[config.mk]
export PLATFORM = sky130hd
export DESIGN_NAME = seq_alu
export DESIGN_NICKNAME = d
export VERILOG_FILES = /design/src/rtl/alu_pkg.sv /design/src/rtl/alu_core.sv /design/src/rtl/seq_alu.sv
export SDC_FILE = /design/constraint.sdc
export NUM_CORES = 1
export LEC_CHECK = 0
export ABC_AREA = 1
export BUFFER_PORTS_ARGS = -buffer_cell sky130_fd_sc_hd__buf_2
export CAP_MARGIN = 5
export CORE_ASPECT_RATIO = 1.5
export CORE_MARGIN = 4
export CORE_UTILIZATION = 40
export CTS_CLUSTER_DIAMETER = 60
export DETAILED_ROUTE_END_ITERATION = 16
export GPL_TIMING_DRIVEN = 0
export PLACE_DENSITY_LB_ADDON = 0.08
export SYNTH_ARGS = -nofsm -noshare
export SYNTH_HDL_FRONTEND = slang
export SYNTH_SLANG_ARGS = --single-unit
[constraint.sdc]
create_clock -name clk -period 5.3 [get_ports clk]
set_input_delay 0 -clock clk [delete_from_list [all_inputs] [get_ports clk]]
set_output_delay 0 -clock clk [all_outputs]
set_load 0.03 [all_outputs]
[src/rtl/alu_pkg.sv]
// Shared encodings for the sequential ALU: opcodes and FSM states.
package alu_pkg;

    // Opcode encoding as carried on the S input.
    typedef enum logic [2:0] {
        OP_ADD = 3'd0,
        OP_SUB = 3'd1,
        OP_AND = 3'd2,
        OP_OR  = 3'd3,
        OP_XOR = 3'd4,
        OP_SHL = 3'd5,
        OP_SHR = 3'd6,
        OP_ROL = 3'd7
    } op_e;

    // FSM state encoding.
    typedef enum logic [1:0] {
        ST_IDLE  = 2'd0,
        ST_SHIFT = 2'd1,
        ST_DONE  = 2'd2
    } state_e;

    // True for opcodes that finish in a single cycle through alu_core.
    function automatic logic is_single_cycle(input logic [2:0] s);
        return s <= OP_XOR;
    endfunction

endpackage

[src/rtl/alu_core.sv]
// Combinational datapath for the single-cycle opcodes (add, sub, and, or, xor).
module alu_core
    import alu_pkg::*;
#(
    parameter int W = 8
) (
    input  logic [W-1:0] A,
    input  logic [W-1:0] B,
    input  logic         Cin,
    input  logic [2:0]   S,
    output logic [W-1:0] result,
    output logic         carry,
    output logic         overflow
);

    logic [W:0] sum_ext;

    // Select the result and flags for the requested arithmetic/logic op.
    always_comb begin
        // NOTE: every output gets a default first so no path leaves a value
        // unassigned, which would otherwise infer a latch.
        result   = '0;
        carry    = 1'b0;
        overflow = 1'b0;
        sum_ext  = '0;
        case (op_e'(S))
            OP_ADD: begin
                sum_ext  = {1'b0, A} + {1'b0, B} + {{W{1'b0}}, Cin};
                result   = sum_ext[W-1:0];
                carry    = sum_ext[W];
                // Same-sign operands producing a result of the other sign.
                overflow = (A[W-1] == B[W-1]) && (result[W-1] != A[W-1]);
            end
            OP_SUB: begin
                sum_ext  = {1'b0, A} - {1'b0, B} - {{W{1'b0}}, Cin};
                result   = sum_ext[W-1:0];
                carry    = sum_ext[W];  // borrow
                // Opposite-sign operands where the result leaves A's sign.
                overflow = (A[W-1] != B[W-1]) && (result[W-1] != A[W-1]);
            end
            OP_AND:  result = A & B;
            OP_OR:   result = A | B;
            OP_XOR:  result = A ^ B;
            default: result = '0;
        endcase
    end

endmodule

[src/rtl/seq_alu.sv]
// Sequential ALU: one-cycle arithmetic/logic ops, and shift/rotate ops that
// move one bit position per cycle on an internal register.
module seq_alu
    import alu_pkg::*;
#(
    parameter int W = 8
) (
    input  logic         clk,
    input  logic         rst,
    input  logic         start,
    input  logic [W-1:0] A,
    input  logic [W-1:0] B,
    input  logic         Cin,
    input  logic [2:0]   S,
    output logic [W-1:0] O,
    output logic         Cout,
    output logic         Z,
    output logic         V,
    output logic         busy,
    output logic         done
);

    localparam int SW = $clog2(W);

    state_e        state;
    logic [W-1:0]  shreg;
    logic [SW-1:0] count;
    op_e           shop;

    logic [W-1:0]  core_result;
    logic          core_carry;
    logic          core_overflow;

    logic [SW-1:0] shamt;
    logic [W-1:0]  step_val;
    logic          step_out;

    assign shamt = B[SW-1:0];

    alu_core #(.W(W)) u_core (
        .A        (A),
        .B        (B),
        .Cin      (Cin),
        .S        (S),
        .result   (core_result),
        .carry    (core_carry),
        .overflow (core_overflow)
    );

    // One bit-position step of the active shift/rotate and the bit it exposes.
    // For rol the exposed bit is the new LSB, so the final step yields O[0].
    always_comb begin
        step_val = shreg;
        step_out = 1'b0;
        case (shop)
            OP_SHL: begin
                step_val = {shreg[W-2:0], 1'b0};
                step_out = shreg[W-1];
            end
            OP_SHR: begin
                step_val = {1'b0, shreg[W-1:1]};
                step_out = shreg[0];
            end
            OP_ROL: begin
                step_val = {shreg[W-2:0], shreg[W-1]};
                step_out = shreg[W-1];
            end
            default: begin
                step_val = shreg;
                step_out = 1'b0;
            end
        endcase
    end

    // Control FSM with registered result, flags, busy and done.
    always_ff @(posedge clk) begin
        // NOTE: all state here uses non-blocking assignments so every register
        // samples pre-edge values, independent of statement order.
        if (rst) begin
            state <= ST_IDLE;
            O     <= '0;
            Cout  <= 1'b0;
            Z     <= 1'b0;
            V     <= 1'b0;
            busy  <= 1'b0;
            done  <= 1'b0;
            count <= '0;
            // NOTE: the shift register is cleared too; it is only a few flops
            // and a known value keeps the datapath deterministic after reset.
            shreg <= '0;
            shop  <= OP_SHL;
        end else begin
            case (state)
                ST_IDLE, ST_DONE: begin
                    if (start) begin
                        if (is_single_cycle(S)) begin
                            O     <= core_result;
                            Cout  <= core_carry;
                            V     <= core_overflow;
                            Z     <= (core_result == '0);
                            state <= ST_DONE;
                            busy  <= 1'b0;
                            done  <= 1'b1;
                        end else if (shamt == '0) begin
                            O     <= A;
                            Cout  <= 1'b0;
                            V     <= 1'b0;
                            Z     <= (A == '0);
                            state <= ST_DONE;
                            busy  <= 1'b0;
                            done  <= 1'b1;
                        end else begin
                            shreg <= A;
                            count <= shamt;
                            shop  <= op_e'(S);
                            state <= ST_SHIFT;
                            busy  <= 1'b1;
                            done  <= 1'b0;
                        end
                    end else begin
                        state <= ST_IDLE;
                        busy  <= 1'b0;
                        done  <= 1'b0;
                    end
                end
                ST_SHIFT: begin
                    shreg <= step_val;
                    count <= count - 1'b1;
                    if (count == SW'(1)) begin
                        O     <= step_val;
                        Cout  <= step_out;
                        V     <= 1'b0;
                        Z     <= (step_val == '0);
                        state <= ST_DONE;
                        busy  <= 1'b0;
                        done  <= 1'b1;
                    end else begin
                        busy  <= 1'b1;
                        done  <= 1'b0;
                    end
                end
                default: begin
                    state <= ST_IDLE;
                    busy  <= 1'b0;
                    done  <= 1'b0;
                end
            endcase
        end
    end

endmodule

Word-level counts from Yosys, hierarchy flattened
Cells that the tools add are included.

operators by class
  add/sub/neg operators = 5
  $lt $le $gt $ge = 1
  eq/ne operators = 19
  mux-type cells = 47
  bitwise logic cells = 5
  reduce and logical (&&, ||, !) cells = 14

operators by type and width
  operator              count
  $mux W8               7
  $pmux W8 S5           1
  $pmux W8 S2           2
  $logic_not A8 Y1      3
  $pmux W8 S3           1
  $mux W1               19
  $pmux W1 S2           8
  $eq A3 B3 Y1 const B  4
  $reduce_and A4 Y1     3
  $add A8 B8 Y9         1
  $add A9 B1 Y9         1
  $mux W3               3
  $sub A8 B8 Y9         1
  $sub A9 B1 Y9         1
  $and A8 B8 Y8         1
  $mux W2               4
  $ne A2 B2 Y1 const B  4
  $or A8 B8 Y8          1
  $xor A8 B8 Y8         1
  $eq A3 B1 Y1 const B  2
  $eq A3 B2 Y1 const B  2
  $logic_not A3 Y1      2
  $pmux W3 S2           1
  $pmux W2 S2           1
  12 further kinds      17

word-level totals
  bits in registers = 29
  input port bits = 23
  output and inout bits = 13
  logic and storage cells = 101

Depth between registers and ports, before layout
Gate-level depths: netlist of the first run.

  depth in word-level cells = 8
  depth in mapped cells = 17
  gate-level depth less buffers = 17

By module
Synthesis of the first run repeated with hierarchy kept, for this count alone.

second synthesis, totals
  cell total of the unflattened synthesis = 476
  area, all modules = 3,055.4 µm²

modules (own cells, without submodules)
  module    times used  cells an instance  area an instance (µm²)  sequential area each (µm²)
  seq_alu   1           256                1,700.4                 580.6
  alu_core  1           220                1,355.0                 0.0

Worst setup path after synthesis of the first run
Ideal clock, no wire load.

  path kind = input port to flip-flop
  start point = input port A[0]
  end point = register Z
  setup time = 0.066 ns
  arrival time = 1.754 ns
  data required time = 5.234 ns
  slack = 3.480 ns
  cell stages on the path = 14
  buffers on the path = 0
  cells stage by stage = fa_1 -> inv_1 -> ha_1 -> o21ai_0 -> nand2_1 -> nand3_1 -> nand3_1 -> nand3_1 -> nand2_1 -> nor2_1 -> nand3_1 -> nand2_1 -> nand2_1 -> a21oi_2

on the way
  word-level cells in the longest chain between the ends = 7
  elaborated cells on any way between the ends = 14
  those cells by class = 4 x add/sub; 5 x mux; 3 x bitwise; 2 x reduce/logical

ends and longest elaborated chain
  element                                         RTL line                        source
  start, declared                                 seq_alu.sv:11                   input logic [W-1:0] A,
  $sub A8 B8 Y9 or $add A8 B8 Y9 (tied branches)  alu_core.sv:35, alu_core.sv:28
  $sub A9 B1 Y9 or $add A9 B1 Y9 (tied branches)  alu_core.sv:35, alu_core.sv:28
  $pmux W8 S5                                     alu_core.sv:26                  case (op_e'(S))
  $logic_not A8 Y1                                seq_alu.sv:100                  Z <= (core_result == '0);
  $mux W1 (*)                                     seq_alu.sv:96                   if (is_single_cycle(S)) begin
  $mux W1 (*)                                     seq_alu.sv:95                   if (start) begin
  $pmux W1 S2 (*)                                 seq_alu.sv:93                   case (state)
  end signal, assigned                            seq_alu.sv:100
  end signal, assigned                            seq_alu.sv:108                  Z <= (A == '0);
  end signal, assigned                            seq_alu.sv:133                  Z <= (step_val == '0);
  end, declared                                   seq_alu.sv:17                   output logic Z,

Mark *: on every way between the ends. The rest lies on a longest branch, timed or not. The select of a mux whose other input is x is not followed.
A chain may end at the register's enable or synchronous reset.

Final worst setup path of the first run
  start point = input port A[4]
  end point = register V

on the way
  word-level cells in the longest chain between the ends = 8
  elaborated cells on any way between the ends = 12
  those cells by class = 4 x add/sub; 2 x eq/ne; 4 x mux; 2 x reduce/logical

ends and longest elaborated chain
  element                                         RTL line                        source
  $sub A8 B8 Y9 or $add A8 B8 Y9 (tied branches)  alu_core.sv:35, alu_core.sv:28
  $sub A9 B1 Y9 or $add A9 B1 Y9 (tied branches)  alu_core.sv:35, alu_core.sv:28
  $ne A1 B1 Y1 (on tied branches)                 alu_core.sv:39, alu_core.sv:32
  $logic_and A1 B1 Y1 (on tied branches)          alu_core.sv:39, alu_core.sv:32
  $pmux W1 S2 (*)                                 alu_core.sv:26
  $mux W1 (*)                                     seq_alu.sv:96
  $mux W1 (*)                                     seq_alu.sv:95
  $pmux W1 S2 (*)                                 seq_alu.sv:93
  end signal, assigned                            seq_alu.sv:99                   V <= core_overflow;
  end, declared                                   seq_alu.sv:18                   output logic V,

Marks and branches as above.

==> results.ini, run 1 <==
[global_routing]
first_global_vias = 3013
grtUsageTotal = 0.201
grt_pass1_wl_um = 13900
antenna_found_initial = 0
grt_max_degree = 11
grt_overflow_total = 0

[min_path]
holdPathStages = 3
hp-class = in2reg
worstHoldStart = A[0]
worst_hold_path.endpoint = shreg[0]$_SDFFE_PP0P_

[synthesis]
synthMuxAreaShare = 0
synth_top_cell_area_share = 0.203
syn_inst = 446
synth_area_leaders = dfxtp_1, ha_1, nand2_1
synth_simple_gate_area_frac = 0.291
seq_area_frac_synth = 0.203
syn_area_sq_mm = 0.00286
syn_nets = 505
synth.largest_area_cell = dfxtp_1
synth_xor_area_frac = 0.00612
synth.distinct_cells = 39
ys_seq_elements = 29
synth_compound_area_frac = 0.211
synth_top_family_by_area = simple AND/OR/NAND/NOR gates
ys_warn_count = 0
synthAdderAreaFrac = 0.168
avgSynthCellArea_sq_um = 6.41

[status]
status = completed

[place]
pre_cts_ws_ps = 2950
portBuffers = 34
place_congestion = 0.916
hpwl_um = 7170

[pwr]
pwr-share-seq = 0.347
p_int_w = 0.000437
clkPwrFrac = 0.259
peakVddDrop_mv = 0.0684
switching_share = 0.390
p_sw_w = 0.000279
leakagePower_nw = 1.59
pwr_density_cell_mw_per_mm2 = 222
power.share.combinational = 0.394

[clocking]
cts_setup_buffers = 0
htreeDepth = 2
cts_tree = built
cts.sinks = 29
cts_resized = 0
clockBufferDepth = 2
clk_pin_slew_ps = 60
ctsRootBufferMaster = clkbuf_8
cts_buffers = 5
insertion_delay_ps = 290

[timing]
finalSetupViolCount = 0
relSlewSlack = 0.666
final.setup.tns_ps = 0
fin_skew_ps = 6.93
fin_crit_ps = 2080
slew_violations = 0
rsz0062_at_grt = false
finalHoldViolCount = 0
setup_ws_ps = 3220
fmax_ghz = 0.481
min_period_over_period = 0.392
worst_pin_slew_ps = 501

[worst_setup_path]
setup.worst_path.end_class = register
critical_path.max_fanout = 7
worstPathArrival_ps = 2290
crit_required_ps = 5510
timing.rr.start = state[0]$_SDFFE_PP0N_
worst_r2r_endpoint = Z$_SDFFE_PP0P_
critPathLaunchType = primary input
r2r_cells = 8
path_class = in2reg
r2r_setup_slack_ps = 3520

[cells_and_area]
fin_util = 0.467
syn2layout_area_growth_pct = 12.7
diodes = 0
fillerInstances = 762
drive_gt1_frac = 0.129
layout.nets = 547

[die]
die_area_sq_mm = 0.00860
rows = 37
start_util = 0.415
pin_count = 36
die_w_um = 77.0
coreArea_sq_mm = 0.00690
die_h_um = 112

[drt]
drc = 0
finalWirelength_um = 8680
num_vias = 3046
dr.pass1.iters = 4
drt-wirelength-per-cell_um = 15.3
drt_iter0_markers = 126
postRouteAntennaNets = 0
vias_per_cell = 5.38

[job]
cap_violations = 0

==> layout by cell type (no fill, tap or decap), types with 5 or more instances in the layout <==
| cell type | Yosys | final |
|---|---|---|
| buf_2 | 2 | 36 |
| nor2_1 | 46 | 46 |
| o22ai_1 | 7 | 7 |
| nand3_1 | 34 | 34 |
| nand4_1 | 10 | 10 |
| ha_1 | 32 | 32 |
| clkbuf_1 | 6 | 7 |
| dfxtp_1 | 29 | 29 |
| a31oi_1 | 10 | 10 |
| a221oi_1 | 6 | 6 |
| a21oi_1 | 28 | 28 |
| or2_2 | 5 | 5 |
| nand2_1 | 82 | 82 |
| clkbuf_8 | 0 | 6 |
| inv_1 | 71 | 71 |
| o21ai_0 | 37 | 37 |
==> through the flow <==
step / instance area, sq um / instances / total power, W / hold WS, ps
finish: 3220 / 566 / 0.000716 / 88.2
global route: 3220 / 566 / 0.000765 / 130
CTS: 3220 / 566 / 0.000720 / 94.3
detailed placement: 3130 / 558 / 0.000534 / 254
global placement: 3130 / 558 / 0.000531 / 256
floorplan: 2860 / 446 / 0.000452 / 78.0
==> power groups by stage <==
stage / sequential [W] / combinational (W) / clock [W]
global placement: 0.000253 / 0.000278 / 0
CTS: 0.000248 / 0.000283 / 0.000189
detailed placement: 0.000253 / 0.000281 / 0
floorplan: 0.000268 / 0.000184 / 0
finish: 0.000248 / 0.000283 / 0.000185
global route: 0.000251 / 0.000317 / 0.000197
==> sequential cells by signal, indices dropped and copies added, names as in the netlist <==
register,count
O,8
shreg,8
count,3
shop,3
state,2
Cout,1
V,1
Z,1
busy,1
done,1
==> worst max-delay path, stage by stage <==
cell      delay [ps]
buf_2            140
inv_1            100
ha_1             400
ha_1             390
nand2_1           90
nand2_1           60
a21boi_0         250
nand3_1          180
nand3_1          120
nand3_1           60
o21ai_0          220
nand3_1          130
a21oi_1          150
==> cell usage after synthesis <==
library cell  instances
inv_1                71
nand3_2               2
nor3_4                1
o211ai_1              1
a211oi_1              2
buf_2                 2
clkbuf_2              1
buf_4                 3
nor2_2                1
o31a_1                1
or2_2                 5
a21oi_2               1
a31oi_1              10
ha_1                 32
fa_1                  4
a311oi_1              1
nand2_2               1
o221ai_1              3
o21ai_1               3
a21oi_1              28
clkbuf_1              6
nand3_1              34
a221oi_1              6
xnor2_1               1
xor2_1                1
a21boi_0              1
a31oi_2               1
o21ai_0              37
o21ai_2               1
inv_2                 4
o22ai_1               7
nand2_1              82
nand3b_1              3
dfxtp_1              29
nor2_1               46
nor4_1                2
clkinv_1              1
nor3_1                1
nand4_1              10
==> layer usage <==
layer  wire length, um  vias up  GRT usage  part of all wire
li1                  -     1567          -                 -
met1              3410     1391      0.201              0.39
met2              4720       67      0.399              0.54
met3               225       21     0.0170             0.026
met4               320        0      0.112             0.037
met5                 0        -          0                 0
==> timing repair <==
action	CTS	global route
endpoints found under the setup margin	0	0
hold endpoints to repair	3	0
hold buffers	1	0
==> cell type report <==
class,instances,area (sq um),area share
plain buffers,12,60.1,0.0186
inverters,76,285,0.0885
flip-flops and latches,29,581,0.180
well taps,78,97.6,0.0303
multi-input cells,329,1930,0.600
clock buffers,7,86.3,0.0268
repair buffers,35,180,0.0559
==> kinds of logic after synthesis <==
logic type | Yosys count
adder cells (fa/ha/maj) | 36
flip-flops | 29
buffers and inverters | 88
AO/OA/AOI/OAI | 103
AND/OR/NAND/NOR | 188
XOR/XNOR | 2
==> how the worst max path moves through the flow <==
stage	start	endpoint	slack [ps]	cells past startpoint
after floorplan	A[0]	Z$_SDFFE_PP0P_	3480	14
after global placement	A[0]	V$_SDFFE_PP0P_	2960	13
after detailed placement	A[0]	V$_SDFFE_PP0P_	2950	13
after CTS	A[0]	V$_SDFFE_PP0P_	3230	13
after global routing	A[0]	V$_SDFFE_PP0P_	2970	13
final	A[4]	V$_SDFFE_PP0P_	3220	13
Power figures use the tool's default switching activity.
==> inputs of run 2 (changes only) <==
Settings changed: ABC_AREA 1 to 0.
Clock period 5.3 ns to 1.91 ns, I/O delays scaled along.
==> run 2 against run 1 <==
Effect of this change:
- the flow now finishes with violations (negative setup slack)
- total power rose to 3.0 times the previous value
- area after synthesis decreased by 2.8%
- register-to-register slack lost 3500 ps
- clock-buffer cell count fell by 2
- clock power grew to 2.8 times the previous value
- synthesized cell count shrank 19%
- highest routed layer unchanged
==> results.ini, run 2 <==
[status]
status = complete, but fails checks
violations = negative setup slack

[worst_setup_path]
max_stage_delay_ps = 600
timing.rr.start = shop[0]$_SDFFE_PP1P_
critPathLaunchType = primary input
crit_slowest_cell = fa_2
critical_path.max_fanout = 3
cp.depth = 12
startpoint = A[0]
crit_path_end = Z$_SDFFE_PP0P_
cp_num_buf_inv = 4
worstPathArrival_ps = 2370
crit_required_ps = 2140
setup.worst_path.end_class = register
r2r_cells = 7
worst_r2r_endpoint = Z$_SDFFE_PP0P_
cp_cell_sequence = buf_12 -> fa_2 -> inv_2 -> ha_4 -> o21ai_4 -> a31oi_4 -> buf_6 -> mux2i_2 -> xor2_2 -> buf_4 -> a221oi_4 -> a41o_1
crit_family = compound AO/OA/AOI/OAI gates
path_class = in2reg
r2r_setup_slack_ps = 50

[global_routing]
grt_max_degree = 11
grt_pass1_wl_um = 14600
grtUsageTotal = 0.215
grt_overflow_total = 0
antenna_found_initial = 0
first_global_vias = 2908

[drt]
drc = 0
dr.max_layer_used = met4
postRouteAntennaNets = 0
drt-wirelength-per-cell_um = 18.7
vias_per_cell = 5.91
dr.pass1.iters = 4
wl_met3_um = 265
finalWirelength_um = 9030
drt_iter0_markers = 161
wl_met1_um = 3510
num_vias = 2861
dr_wl_met2_um = 5100

[timing]
whs_ps = 25.0
slew_violations = 0
fmax_ghz = 0.467
fin_crit_ps = 2140
final.setup.tns_ps = -1150
finalHoldViolCount = 0
finalSetupViolCount = 7
relSlewSlack = 0.309
fin_skew_ps = 4.30
setup_ws_ps = -232
min_period_over_period = 1.12
worst_pin_slew_ps = 1030
rsz0062_at_grt = true

[clocking]
htreeDepth = 2
ctsRootBufferMaster = clkbuf_8
insertion_delay_ps = 290
clockBufferDepth = 2
cts_tree = built
cts_buffers = 5
cts.sinks = 29
clk_pin_slew_ps = 70

[synthesis]
avgSynthCellArea_sq_um = 7.70
synth_area_leaders = dfxtp_1, ha_1, a21oi_1
synth_top_cell_area_share = 0.209
netlist_top_cells_count = a21oi_1, nand2_1, ha_1
synthFlopType = dfxtp_1
synth.distinct_cells = 57
synth_edf_count = 0
syn_nets = 420
async_flop_share = 0
ys_seq_elements = 29
syn_inst = 361
ys_warn_count = 0
seq_area_frac_synth = 0.209
synth.largest_area_cell = dfxtp_1
syn_area_sq_mm = 0.00278

[place]
portBuffers = 33
hpwl_um = 6950
place_congestion = 0.866

[die]
rows = 37
die_area_sq_mm = 0.00838
coreArea_sq_mm = 0.00681
pin_count = 36
die_h_um = 110
start_util = 0.409
die_w_um = 76.1

[pwr]
peakVddDrop_mv = 0.316
p_int_w = 0.00131
pwr-share-seq = 0.319
switching_share = 0.392
p_sw_w = 0.000845
leakagePower_nw = 1.43
pwr_density_cell_mw_per_mm2 = 628
clkPwrFrac = 0.238
power.share.combinational = 0.442

[cells_and_area]
syn2layout_area_growth_pct = 23.5
layout_common_cells = nand2_1, buf_2, a21oi_1
drive_gt1_frac = 0.229
diodes = 0
top_regs = O (8), shreg (8)
layout.nets = 464

[job]
cap_violations = 0

[min_path]
hp-class = in2reg

-- run 2: worst min-delay path, delay by kind of cell --
family                 cells  cell delay, ps
buffers and inverters      1             130
AOI/OAI and AO/OA          1              80
and+or+nand+nor            1              60
-- run 2: cell families (layout without fill, tap and decap cells) --
group | count (synthesis) | in the layout | share of synthesized area
AO/OA/AOI/OAI | 121 | 121 | 0.301
XOR/XNOR | 11 | 11 | 0.0346
adder cells (fa/ha/maj) | 36 | 36 | 0.173
buffers and inverters | 49 | 94 | 0.0715
flip-flops | 29 | 29 | 0.209
multiplexers | 7 | 7 | 0.0256
AND/OR/NAND/NOR | 108 | 108 | 0.186
-- run 2: how the worst min path moves through the flow --
stage	to	slack [ps]	from	depth (start not counted)
detailed placement	shreg[3]$_SDFFE_PP0P_	320	A[3]	3
finish	shreg[3]$_SDFFE_PP0P_	20	A[3]	3
global route	shreg[3]$_SDFFE_PP0P_	50	A[3]	3
floorplan	shreg[0]$_SDFFE_PP0P_	160	A[0]	2
CTS	shreg[3]$_SDFFE_PP0P_	20	A[3]	3
global placement	shreg[3]$_SDFFE_PP0P_	320	A[3]	3
-- run 2: area by class of cell --
class / instances / area (sq um)
fillers: 667 / 3370
multi-input cells: 283 / 2220
inverters: 29 / 111
flip-flops and latches: 29 / 581
clock inverters: 3 / 17.5
plain buffers: 18 / 88.8
clock buffers: 5 / 68.8
well taps: 78 / 97.6
repair buffers: 39 / 248
-- run 2: through the flow --
stage          power [W]  cell area [sq um]  setup WS, ps  utilization  std cells
6_report         0.00216               3430          -232        0.505        484
5_1_grt          0.00228               3430          -328        0.505        484
4_1_cts          0.00207               3300          -227        0.484        483
3_5_place_dp     0.00149               3090          -629        0.454        472
3_3_place_gp     0.00148               3090          -612        0.454        472
2_1_floorplan    0.00126               2820          -155            -        361
-- run 2: routing by layer --
layer,GRT usage,vias to the layer above
met5,0,-
met1,0.238,1382
met4,0.0913,0
met2,0.417,64
met3,0.0187,12
li1,-,1403
-- run 2: repair_timing --
action	in CTS	in global routing
hold buffers	1	0
pin swaps	12	24
hold endpoints to repair	1	0
resized for setup	26	25
setup buffers	2	4
setup endpoints to repair	17	16
-- run 2: power by group through the flow --
stage                     clock (W)  combinational [W]  sequential (W)
final                      0.000514           0.000954        0.000688
after global routing       0.000544            0.00105        0.000694
after floorplan                   0           0.000526        0.000736
after detailed placement          0           0.000787        0.000701
after global placement            0           0.000783        0.000701
after CTS                  0.000520           0.000862        0.000688
